$ cat config.mk
export PLATFORM = sky130hd
export DESIGN_NAME = tile_renderer_pipe
export DESIGN_NICKNAME = d
export VERILOG_FILES = /design/src/rtl/tile_renderer_pipe.sv
export SDC_FILE = /design/constraint.sdc
export NUM_CORES = 1
export LEC_CHECK = 0
export CORE_AREA = 3 3 90 92
export CTS_BUF_LIST = sky130_fd_sc_hd__clkbuf_8 sky130_fd_sc_hd__clkbuf_16
export DETAILED_ROUTE_END_ITERATION = 16
export DIE_AREA = 0 0 93 95
export GPL_TIMING_DRIVEN = 0
export PLACE_DENSITY = 0.89
export SYNTH_ARGS = -nofsm -noshare
export SYNTH_HDL_FRONTEND = slang
export SYNTH_SLANG_ARGS = --single-unit
$ cat constraint.sdc
create_clock -name clk -period 3.75 [get_ports clk]
set_input_delay 0.5625 -clock clk [delete_from_list [all_inputs] [get_ports clk]]
set_output_delay 0.5625 -clock clk [all_outputs]
set_load 0.02 [all_outputs]
$ cat src/rtl/tile_renderer_pipe.sv
`default_nettype none
// ============================================================================
// Module   : tile_renderer_pipe
// Brief    : Two-stage playfield renderer: border, palette cells, background.
// Revision : 1.0 - initial release
// ============================================================================
module tile_renderer_pipe #(
    parameter int          BLOCK_SIZE   = 24,
    parameter int          GRID_COLS    = 10,
    parameter int          GRID_ROWS    = 20,
    parameter int          GRID_X0      = 200,
    parameter int          GRID_Y0      = 0,
    parameter int          BORDER       = 4,
    parameter logic [11:0] BORDER_COLOR = 12'hF00,
    parameter logic [11:0] BG_COLOR     = 12'h00F,
    parameter int          FLASH_FRAMES = 8,
    parameter bit          GAP_EN       = 1'b1
) (
    input  logic                         clk,
    input  logic                         rst_n,
    input  logic                         pix_valid,
    input  logic [9:0]                   pix_x,
    input  logic [9:0]                   pix_y,
    input  logic                         frame_start,
    input  logic [GRID_ROWS-1:0]         flash_rows,
    output logic [$clog2(GRID_ROWS)-1:0] grid_row_addr,
    input  logic [GRID_COLS*4-1:0]       grid_row_data,
    output logic                         out_valid,
    output logic [11:0]                  pixel_color
);
    localparam int c_col_w = (GRID_COLS > 1) ? $clog2(GRID_COLS) : 1;
    localparam int c_row_w = $clog2(GRID_ROWS);
    localparam int c_sub_w = $clog2(BLOCK_SIZE);
    localparam int c_fc_w  = (FLASH_FRAMES > 1) ? $clog2(FLASH_FRAMES) : 1;

    localparam logic [31:0] c_x0  = 32'(GRID_X0);
    localparam logic [31:0] c_x1  = 32'(GRID_X0 + GRID_COLS * BLOCK_SIZE);
    localparam logic [31:0] c_xb0 = 32'(GRID_X0 - BORDER);
    localparam logic [31:0] c_xb1 = 32'(GRID_X0 + GRID_COLS * BLOCK_SIZE + BORDER);
    localparam logic [31:0] c_y0  = 32'(GRID_Y0);
    localparam logic [31:0] c_y1  = 32'(GRID_Y0 + GRID_ROWS * BLOCK_SIZE);
    localparam logic [31:0] c_yb1 = 32'(GRID_Y0 + GRID_ROWS * BLOCK_SIZE + BORDER);

    localparam logic [c_sub_w-1:0] c_sub_last   = c_sub_w'(BLOCK_SIZE - 1);
    localparam logic [c_row_w-1:0] c_row_last   = c_row_w'(GRID_ROWS - 1);
    localparam logic [c_fc_w-1:0]  c_frame_last = c_fc_w'(FLASH_FRAMES - 1);

    localparam logic [1:0] c_reg_bg     = 2'd0;
    localparam logic [1:0] c_reg_border = 2'd1;
    localparam logic [1:0] c_reg_grid   = 2'd2;

    function automatic logic [11:0] palette(input logic [3:0] nib);
        case (nib)
            4'd1:    palette = 12'hF00;
            4'd2:    palette = 12'h0F0;
            4'd3:    palette = 12'h00F;
            4'd4:    palette = 12'hFF0;
            4'd5:    palette = 12'h0FF;
            4'd6:    palette = 12'hF0F;
            4'd7:    palette = 12'h888;
            default: palette = 12'hFFF;
        endcase
    endfunction

    logic [31:0]        w_px, w_py;
    logic               w_in_gx, w_in_gy, w_side, w_bottom;
    logic [1:0]         w_region;
    logic [c_col_w-1:0] r_col, w_col;
    logic [c_row_w-1:0] r_row, w_row;
    logic [c_sub_w-1:0] r_sub_x, w_sub_x, r_sub_y, w_sub_y;
    logic [3:0]         w_nibble;
    logic               w_flash;
    logic [c_fc_w-1:0]  r_frame_cnt;
    logic               r_flash_phase;

    logic               r1_valid, r1_flash, r1_phase;
    logic [1:0]         r1_region;
    logic [c_sub_w-1:0] r1_sub_x, r1_sub_y;
    logic [3:0]         r1_nibble;
    logic [11:0]        w_color;

    assign w_px = {22'd0, pix_x};
    assign w_py = {22'd0, pix_y};
    assign grid_row_addr = r_row;

    always_comb begin
        w_in_gx  = (w_px >= c_x0) && (w_px < c_x1);
        w_in_gy  = (w_py >= c_y0) && (w_py < c_y1);
        w_side   = ((w_px >= c_xb0 && w_px < c_x0) || (w_px >= c_x1 && w_px < c_xb1))
                   && (w_py >= c_y0) && (w_py < c_yb1);
        w_bottom = (w_py >= c_y1) && (w_py < c_yb1) && (w_px >= c_xb0) && (w_px < c_xb1);
        if (w_side || w_bottom)
            w_region = c_reg_border;
        else if (w_in_gx && w_in_gy)
            w_region = c_reg_grid;
        else
            w_region = c_reg_bg;
    end

    // w_* are the cell coordinates of the pixel on the bus this cycle
    always_comb begin
        w_col   = r_col;
        w_sub_x = r_sub_x;
        if (w_px == c_x0) begin
            w_col   = '0;
            w_sub_x = '0;
        end else if (w_in_gx) begin
            if (r_sub_x == c_sub_last) begin
                w_sub_x = '0;
                w_col   = r_col + 1'b1;
            end else begin
                w_sub_x = r_sub_x + 1'b1;
            end
        end

        w_row   = r_row;
        w_sub_y = r_sub_y;
        if (pix_x == 10'd0) begin
            if (w_py == c_y0) begin
                w_row   = '0;
                w_sub_y = '0;
            end else if (w_in_gy) begin
                if (r_sub_y == c_sub_last) begin
                    w_sub_y = '0;
                    if (r_row != c_row_last)
                        w_row = r_row + 1'b1;
                end else begin
                    w_sub_y = r_sub_y + 1'b1;
                end
            end
        end
    end

    // The read port follows r_row, which is settled for every pixel after x==0
    always_comb begin
        w_nibble = 4'd0;
        for (int c = 0; c < GRID_COLS; c++)
            if (w_col == c_col_w'(c))
                w_nibble = grid_row_data[4*c +: 4];
        w_flash = 1'b0;
        for (int r = 0; r < GRID_ROWS; r++)
            if (w_row == c_row_w'(r))
                w_flash = flash_rows[r];
    end

    always_ff @(posedge clk or negedge rst_n) begin
        if (!rst_n) begin
            r_col   <= '0;
            r_sub_x <= '0;
            r_row   <= '0;
            r_sub_y <= '0;
        end else if (pix_valid) begin
            r_col   <= w_col;
            r_sub_x <= w_sub_x;
            r_row   <= w_row;
            r_sub_y <= w_sub_y;
        end
    end

    always_ff @(posedge clk or negedge rst_n) begin
        if (!rst_n) begin
            r_frame_cnt   <= '0;
            r_flash_phase <= 1'b0;
        end else if (frame_start) begin
            if (r_frame_cnt == c_frame_last) begin
                r_frame_cnt   <= '0;
                r_flash_phase <= ~r_flash_phase;
            end else begin
                r_frame_cnt <= r_frame_cnt + 1'b1;
            end
        end
    end

    // Phase is captured with the pixel so a coincident frame_start renders with the old phase
    always_ff @(posedge clk or negedge rst_n) begin
        if (!rst_n) begin
            r1_valid  <= 1'b0;
            r1_region <= c_reg_bg;
            r1_sub_x  <= '0;
            r1_sub_y  <= '0;
            r1_flash  <= 1'b0;
            r1_phase  <= 1'b0;
            r1_nibble <= 4'd0;
        end else begin
            r1_valid  <= pix_valid;
            r1_region <= w_region;
            r1_sub_x  <= w_sub_x;
            r1_sub_y  <= w_sub_y;
            r1_flash  <= w_flash;
            r1_phase  <= r_flash_phase;
            r1_nibble <= w_nibble;
        end
    end

    always_comb begin
        w_color = BG_COLOR;
        case (r1_region)
            c_reg_border: w_color = BORDER_COLOR;
            c_reg_grid: begin
                if (r1_flash && r1_phase)
                    w_color = 12'hFFF;
                else if (GAP_EN && (r1_nibble != 4'd0) && (r1_sub_x == '0 || r1_sub_y == '0))
                    w_color = 12'h000;
                else
                    w_color = palette(r1_nibble);
            end
            default: w_color = BG_COLOR;
        endcase
    end

    always_ff @(posedge clk or negedge rst_n) begin
        if (!rst_n) begin
            out_valid   <= 1'b0;
            pixel_color <= 12'h000;
        end else begin
            out_valid   <= r1_valid;
            pixel_color <= r1_valid ? w_color : 12'h000;
        end
    end

endmodule
`default_nettype wire

# Yosys cells after proc, flatten, opt, wreduce, memory -nomap -nowiden
# Index checks and enable logic that the tools add are counted.
dict set report word_totals {
  regBits 55
  input_bits 84
  out_inout_bits 18
  elab_cells 149
}
dict set report op_classes {
  n_addsub 5
  order_cmp 10
  n_eq_ne 42
  muxes 53
  bitwise_logic 1
  reduce_logical 23
}
# cell count
set op_table {}
lappend op_table {{$pmux W12 S7} 1}
lappend op_table {{$mux W5} 12}
lappend op_table {{$mux W4} 13}
lappend op_table {{$eq A5 B4 Y1 const B} 8}
lappend op_table {{$lt A10 B9 Y1 const B} 4}
lappend op_table {{$mux W12} 3}
lappend op_table {{$eq A4 B3 Y1 const B} 8}
lappend op_table {{$logic_not A32 Y1} 1}
lappend op_table {{$eq A5 B5 Y1 const B} 6}
lappend op_table {{$pmux W12 S2} 1}
lappend op_table {{$eq A5 B3 Y1 const B} 4}
lappend op_table {{$ge A10 B8 Y1 const B} 2}
lappend op_table {{$ge A10 B9 Y1 const B} 2}
lappend op_table {{$mux W1} 20}
lappend op_table {{$eq A4 B2 Y1 const B} 4}
lappend op_table {{$add A5 B1 Y5 const B} 3}
lappend op_table {{$logic_not A5 Y1} 3}
lappend op_table {{$logic_and A1 B1 Y1} 12}
lappend op_table {{$eq A10 B8 Y1 const B} 1}
lappend op_table {{$eq A5 B2 Y1 const B} 2}
lappend op_table {{$ge A10 B1 Y1 const B} 1}
lappend op_table {{$logic_not A10 Y1} 1}
lappend op_table {{$lt A10 B8 Y1 const B} 1}
lappend op_table {{$eq A4 B1 Y1 const B} 2}
lappend op_table {{other kinds (15)} 19}

# Longest topological paths before layout
dict set report logic_depth {
  word_depth 27
  mapped_depth 11
}

# Least setup slack after synthesis
# Ideal clock, no wire load.
dict set report synth_timing {
  kind {input port to flip-flop}
  from {in pix_x[3]}
  to {reg r1_nibble[1]}
  arrival_time_ps 2336
  slack_ps 1287
  cell_stages 8
  path_cell_list {o311a_1 o221ai_2 nor3_2 a311oi_4 nor2_1 a22o_1 a211oi_1 o21ai_1}
}
dict set report synth_via {
  elab_chain_cells 15
  elab_cells_between_ends 26
}
# element line
set synth_rtl {}
lappend synth_rtl {{start, declared} 22} ;# input logic [9:0] pix_x,
lappend synth_rtl {{$ge A10 B8 Y1 / $lt A10 B9 Y1 (equally long branches)} 87} ;# w_in_gx = (w_px >= c_x0) && (w_px < c_x1);
lappend synth_rtl {{$logic_and A1 B1 Y1} 87}
lappend synth_rtl {{$mux W4} 107} ;# end else if (w_in_gx) begin
lappend synth_rtl {{$mux W4 *} 104} ;# if (w_px == c_x0) begin
lappend synth_rtl {{$logic_not A4 Y1} 138} ;# if (w_col == c_col_w'(c))
lappend synth_rtl {{$mux W4 (9 in series)} 138}
lappend synth_rtl {{$mux W4 *} 138}
lappend synth_rtl {{net w_nibble[1]} 71} ;# logic [3:0] w_nibble;
lappend synth_rtl {{end signal, assigned} 191} ;# r1_nibble <= w_nibble;
lappend synth_rtl {{end, declared} 79} ;# logic [3:0] r1_nibble;
# Mark *: on every way through the listed nets, which the timed path passes. The rest lies on a longest branch.
# A chain may end at the register's enable or synchronous reset.

# Worst setup path in the final report
dict set report layout_timing {
  from {in pix_y[5]}
  to {reg r1_flash}
}
dict set report layout_via {
  elab_chain_cells 26
  elab_cells_between_ends 47
}
# element line
set layout_rtl {}
lappend layout_rtl {{start, declared} 23} ;# input logic [9:0] pix_y,
lappend layout_rtl {{$ge A10 B1 Y1 / $lt A10 B9 Y1 (equally long branches)} 88} ;# w_in_gy = (w_py >= c_y0) && (w_py < c_y1);
lappend layout_rtl {{$logic_and A1 B1 Y1} 88}
lappend layout_rtl {{$mux W5} 122} ;# end else if (w_in_gy) begin
lappend layout_rtl {{$mux W5 *} 119} ;# if (w_py == c_y0) begin
lappend layout_rtl {{$mux W5 *} 118} ;# if (pix_x == 10'd0) begin
lappend layout_rtl {{$logic_not A5 Y1} 142} ;# if (w_row == c_row_w'(r))
lappend layout_rtl {{$mux W1 (19 in series)} 142}
lappend layout_rtl {{$mux W1 *} 142}
lappend layout_rtl {{net w_flash} 72} ;# logic w_flash;
lappend layout_rtl {{end signal, assigned} 189} ;# r1_flash <= w_flash;
lappend layout_rtl {{end, declared} 76} ;# logic r1_valid, r1_flash, r1_phase;
# Marks and branches as above.

==> results.json <==
{
  "path_clk_slew_ns": 0.09,
  "antenna_left": 0,
  "layout-drive-gt1-share": 0.1180,
  "dp_slack_ns": 0.3504,
  "antenna_found_initial": 0,
  "postCtsResizedCells": 0,
  "cts.sinks": 49,
  "portBuffers": 101,
  "cts_tree": "built",
  "critical_path.top_delay_family": "compound AO/OA/AOI/OAI gates",
  "nFillCells": 602,
  "numCtsBuffers": 5,
  "grt_max_degree": 36,
  "hold_path_class": "input port to async pin",
  "htree_levels": 2,
  "rows": 31,
  "crit_type": "input port to flip-flop",
  "ys_seq_elements": 49,
  "cp.buffers_inverters": 1,
  "grt_pass1_vias": 3630,
  "ir_drop_v": 0.0001643,
  "hold_buffers": 0,
  "synth-seq-area-share": 0.3393,
  "required_ns": 3.94,
  "place_hpwl_mm": 7.868,
  "grt_first_pass_wirelength_mm": 16.67,
  "grt_util_all_layers": 0.2325,
  "hold_viol": 0,
  "syn_area_per_cell_um2": 8.878,
  "dieArea_um2": 8835,
  "drtPass1Iterations": 5,
  "slowest_delay_ns": 0.54,
  "yosysUniqueCellTypes": 83,
  "drc_errors": 0,
  "area_growth_pct": 34.31,
  "io_pins": 102,
  "async_flop_share": 1.000,
  "cp_slowest_cell": "a22oi_1",
  "synth_nets": 499,
  "maxCapViolCount": 0,
  "synth-compound-area-share": 0.2756,
  "viasPerCell": 6.114,
  "vias": 3766,
  "place_congestion": 0.9090,
  "utilization": 0.6656,
  "fmax_ghz": 0.3207,
  "initial_core_util": 0.4955,
  "avgRoutedWirePerCell_um": 16.45,
  "post_cts_buffers": 0,
  "rsz0062_at_grt": "no",
  "leakagePower_uw": 0.001844,
  "fp.dieW_um": 93,
  "synth_edf_count": 0,
  "period_minus_slack_ns": 3.118,
  "synthAdderAreaFrac": 0.02770,
  "syn_inst": 407,
  "syn-cell-area_um2": 3613,
  "skew_ns": 0.005935,
  "antenna_cells": 0,
  "ctsRootBufferMaster": "clkbuf_8",
  "placed_area_um2": 4763,
  "worstMarginPinSlew_ns": 0.6017,
  "crit_chain": "clkdlybuf4s50_1 -> a41oi_4 -> nand3_2 -> a21o_1 -> a22oi_1 -> o22ai_1 -> a221oi_1 -> nor4_1 -> a2bb2oi_1 -> o21ai_1",
  "slew_headroom": 0.5989,
  "worstSkewPairLatency_ns": 0.30,
  "critPathMaxFanout": 10,
  "status": "finished clean",
  "synth_xor_area_frac": 0.01697,
  "fin_crit_sh": 0.8314,
  "ys_warn_count": 0,
  "routed_wl_mm": 10.13,
  "clockBufferDepth": 2,
  "cp.arrival_ns": 3.31,
  "p_per_area_nw_per_um2": 301.9,
  "synth_top_family_by_area": "compound AO/OA/AOI/OAI gates",
  "setup_viol": 0,
  "design_area_um2": 4853,
  "die_h_um": 95,
  "synthSimpleGateAreaFrac": 0.2545,
  "yosys-mux-area-fraction": 0.04051,
  "fin_setup_tns_ns": 0,
  "synthFlopType": "dfrtp_1",
  "initialDrtViolationCount": 417,
  "core_area_um2": 7292,
  "end_kind": "flip-flop",
  "final_max_slew_viol_count": 0,
  "layout.nets": 608,
  "setup_ws_ns": 0.6323,
  "cp-start-kind": "input port",
  "gr-total-overflow": 0
}
final cells by class:
type                    count  area, µm²  area share
clock inverters             3      21.27    0.004383
well taps                  99      123.9     0.02552
multi-input cells         324       2223      0.4581
flip-flops and latches     49       1226      0.2526
plain buffers              19      107.6     0.02217
clock buffers               5      68.82     0.01418
repair buffers            102       1026      0.2114
inverters                  15      56.30     0.01160
stage by stage:
step	std cells	power (µW)	hold slack (ns)
finish	616	1465	0.1458
floorplan	407	946.4	0.2669
detailed placement	608	1152	0.3886
global placement	607	1128	0.3785
global route	616	1560	0.1533
CTS	616	1463	0.1518
cell families (layout without fill, tap and decap cells):
group / count (synthesis) / count (layout)
AND/OR/NAND/NOR: 164 / 164
AO/OA/AOI/OAI: 132 / 132
flip-flops: 49 / 49
buffers and inverters: 34 / 144
multiplexers: 13 / 13
adder cells (fa/ha/maj): 8 / 8
XOR/XNOR: 7 / 7
power by group:
group | total (µW) | internal (µW) | leakage, µW | switching [µW]
clock network | 315 | 133 | 0.0000445 | 183
registers | 700 | 619 | 0.000628 | 81.5
logic | 450 | 242 | 0.00117 | 208
total | 1470 | 994 | 0.00184 | 472
layout by cell type (no fill, tap or decap), types with 4 or more instances in the layout:
cell / Yosys / layout
clkdlybuf4s50_1: 0 / 100
dfrtp_1: 49 / 49
nand2_1: 36 / 36
nor2_1: 31 / 31
o21ai_0: 30 / 30
a21oi_1: 16 / 16
nor3_1: 15 / 15
inv_1: 14 / 14
mux2_2: 12 / 12
nand3_1: 11 / 11
nor4_1: 9 / 9
buf_4: 8 / 8
ha_1: 8 / 8
o22ai_1: 7 / 7
nand2b_1: 7 / 7
nand4_1: 7 / 7
a22oi_1: 7 / 7
a31oi_1: 6 / 6
buf_2: 5 / 6
a32oi_1: 6 / 6
o21ai_1: 6 / 6
or3_1: 6 / 6
or4_1: 5 / 5
nor3_2: 5 / 5
o2111ai_1: 5 / 5
and3_1: 5 / 5
clkbuf_8: 0 / 5
xnor2_1: 4 / 4
a22o_1: 4 / 4
o31ai_1: 4 / 4
a21o_1: 4 / 4
worst paths after layout:
check                         startpoint             end  slack, ns  cells past startpoint
max                             pix_y[5]        r1_flash       0.63                     10
min                                rst_n  r_frame_cnt[2]       0.15                      1
max reg2reg                   r_sub_y[0]        r1_flash       0.83                     11
min reg2reg                r_flash_phase        r1_phase       0.42                      0
max in group asynchronous          rst_n     r1_sub_x[4]       3.12                      2
min in group clk           r_flash_phase        r1_phase       0.42                      0
worst reg2reg max path: stages, from the launching register on:
cell       delay, ns
dfrtp_1         0.42
ha_1            0.27
and4b_1         0.20
buf_2           0.17
nand3_2         0.15
a21o_1          0.31
a22oi_1         0.54
o22ai_1         0.17
a221oi_1        0.26
nor4_1          0.09
a2bb2oi_1       0.14
o21ai_1         0.08
registers in the layout, summed over array words and instances (netlist names), 2 cells and up:
register,flops
r_frame_cnt,3
r_sub_x,5
r1_nibble,4
r1_region,2
r_sub_y,5
r1_sub_y,5
grid_row_addr,5
r1_sub_x,5
pixel_color,6
r_col,4
cell usage after synthesis (5+ instances only):
library cell  instances  area share
ha_1                  8       0.028
nand2b_1              7       0.012
dfrtp_1              49        0.34
a32oi_1               6       0.015
buf_2                 5      0.0069
nor3_2                5       0.014
or4_1                 5       0.010
a31oi_1               6       0.010
nand2_1              36       0.037
mux2_2               12       0.037
a21oi_1              16       0.022
buf_4                 8       0.017
o21ai_1               6      0.0083
o22ai_1               7       0.012
inv_1                14       0.015
o21ai_0              30       0.042
nand4_1               7       0.012
nor2_1               31       0.032
nor4_1                9       0.016
and3_1                5      0.0087
o2111ai_1             5       0.012
a22oi_1               7       0.015
nor3_1               15       0.021
nand3_1              11       0.015
or3_1                 6       0.010
per-layer routing:
metal / global-route usage / part of all wire / up-vias
met5: 0 / 0 / -
met4: 0.05006 / 0.011 / 0
met3: 0.04701 / 0.077 / 12
met2: 0.3893 / 0.49 / 166
met1: 0.3132 / 0.42 / 1789
li1: - / - / 1799
(Power assumes the default switching activity.)
==> variant, RTL diff (same flow settings) <==
Set the parameter `BLOCK_SIZE` to 36 (it was 24).
--- a/src/rtl/tile_renderer_pipe.sv
+++ b/src/rtl/tile_renderer_pipe.sv
@@ -7,3 +7,3 @@
 module tile_renderer_pipe #(
-    parameter int          BLOCK_SIZE   = 24,
+    parameter int          BLOCK_SIZE   = 36,
     parameter int          GRID_COLS    = 10,
Formal check against the unedited RTL: not equivalent (Yosys sat finds a counterexample within 4 cycles, from zero or initial values and one cycle with rst_n low).
==> variant against the unedited design <==
- cell count increased by 2.4%
- synthesized area increased by 5.1%
- clock power increased by 22%
- clock skew increased by 0.0037 ns
- fmax decreased by 8.6%
- die area unchanged
- utilization increased by 2.8 points
- worst setup slack got worse by 0.29 ns
- critical endpoint unchanged
- sequential cell count increased by 4
- total power increased by 21%
- final area increased by 4.2%
- wire length increased by 7.8%
- largest power group unchanged
==> variant: results (changes against the unedited design) <==
\begin{tabular}{lr}
\hline
Metric & Value \\
\hline
\multicolumn{2}{l}{\textbf{STA}} \\
Relative max-transition margin & 43.3\% (-17 points) \\
Crit path time final & 3.41 ns (+0.294 ns) \\
Final Skew & 0.00966 ns (+0.00372 ns) \\
\multicolumn{2}{l}{\textbf{Global routing}} \\
Global-route wire length before repair & 17800 um (+6.5\%) \\
Via count of the first global-routing pass & 3643 (+0.36\%) \\
Number of antenna violations at the first check in global routing & 0 (unchanged) \\
Overall Global Routing Usage & 25.1\% (+1.9 points) \\
Maximum number of pins on one net before global-route repair & 39 (+8.3\%) \\
\multicolumn{2}{l}{\textbf{Worst setup path}} \\
First element of the critical path & pix\_x[8] \\
FF-to-FF setup slack & 0.61 ns (-0.22 ns) \\
Category of cells accounting for the largest share of critical-path delay & compound AO/OA/AOI/OAI gates \\
Worst-path fanout max & 10 (unchanged) \\
Cell with the biggest individual delay on the critical path & clkdlybuf4s50\_1 \\
CP Data Arrival Time & 3.61 ns (+0.30 ns) \\
\multicolumn{2}{l}{\textbf{Power and ir drop}} \\
Reported leakage power & 1.99 nW (+7.7\%) \\
Max rail drop VDD & 327 uV (+99\%) \\
\multicolumn{2}{l}{\textbf{Synthesis}} \\
Fraction of synthesis flops using an asynchronous set or reset pin & 100\% (unchanged) \\
Share of the yosys chip area belonging to registers & 34.9\% (+0.99 points) \\
Count of unique library cells instantiated by Yosys & 80 (-3.6\%) \\
Most instantiated cells after synthesis & 53 x dfrtp\_1, 37 x nand2\_1, 34 x nor2\_1 \\
Post-synth net total & 514 (+3.0\%) \\
Area contributors post-synth & dfrtp\_1 35\%, mux2\_2 5.0\%, o21ai\_0 3.7\%, nand2\_1 3.7\%, a21oi\_1 3.6\% \\
\multicolumn{2}{l}{\textbf{Routing}} \\
Detail-routed net length per standard cell & 17.3 um (+5.3\%) \\
Vias after detailed routing & 3844 (+2.1\%) \\
Iteration count of the initial detailed-routing pass & 5 (unchanged) \\
DR iter-0 viols & 346 (-17\%) \\
\multicolumn{2}{l}{\textbf{Clock tree}} \\
Number of levels in the clock H-tree & 2 (unchanged) \\
\multicolumn{2}{l}{\textbf{Finish}} \\
Number of filler cells placed in the layout & 587 (-2.5\%) \\
Count of inserted antenna diode cells & 0 (unchanged) \\
Fraction of layout instances using a drive strength above 1 & 10.7\% (-1.1 points) \\
Fin nets & 623 (+2.5\%) \\
\multicolumn{2}{l}{\textbf{Run status}} \\
Status & finished, final reports clean \\
\multicolumn{2}{l}{\textbf{Placement}} \\
HPWL reported at the end of detailed placement & 8710 um (+11\%) \\
Worst-case setup slack after placement & 0.0611 ns (-0.289 ns) \\
RD Place Congestion & 0.968 (+6.5\%) \\
\hline
\end{tabular}
==> variant: cell types whose count changed in the layout (fill, tap and decap cells not counted), sizes merged, moves of 6 or more <==
| cell | delta |
|---|---|
| a21oi | +11 |
| a32oi | -6 |
| buf | -6 |
| clkbuf | +11 |
| mux2i | +7 |
| nor3 | -11 |
==> variant: power breakdown <==
part | switching [mW] | total, mW | internal (mW)
clock | 0.187 | 0.385 | 0.198
sequential | 0.0821 | 0.766 | 0.684
combinational | 0.304 | 0.625 | 0.321
==> variant: per-layer routing <==
metal	part of all wire, %	global-route usage, %
met5	0	0
met1	40	33.3
met2	53	43.9
met4	0.76	4.27
met3	6.6	4.22
==> variant: kinds of logic (layout without fill, tap and decap cells) <==
family	count (synthesis)	after routing	share of synthesized area (%)
AOI/OAI and AO/OA	135	135	25.8
xor gates and xnor gates	15	15	3.46
adders and majority gates	8	8	2.64
buffers and inverters	40	150	5.14
DFF	53	53	34.9
muxes	24	24	6.89
and+or+nand+nor	147	147	21.2
==> variant: cell type report <==
type | instances | area, um2 | share of cell area (%)
plain buffers | 24 | 135 | 2.67
inverters | 16 | 60.1 | 1.19
repair buffers | 102 | 1030 | 20.3
clock inverters | 3 | 42.5 | 0.841
well taps | 99 | 124 | 2.45
clock buffers | 5 | 68.8 | 1.36
flip-flops and latches | 53 | 1330 | 26.2
multi-input cells | 329 | 2280 | 45.0
==> variant: stage by stage <==
stage	instances	power (mW)	hold slack, ns	area [um2]
floorplan	422	1.14	0.267	3800
detailed placement	623	1.40	0.391	4950
global route	631	1.88	0.166	5060
CTS	631	1.77	0.160	5060
finish	631	1.78	0.147	5060
global placement	622	1.35	0.382	4930
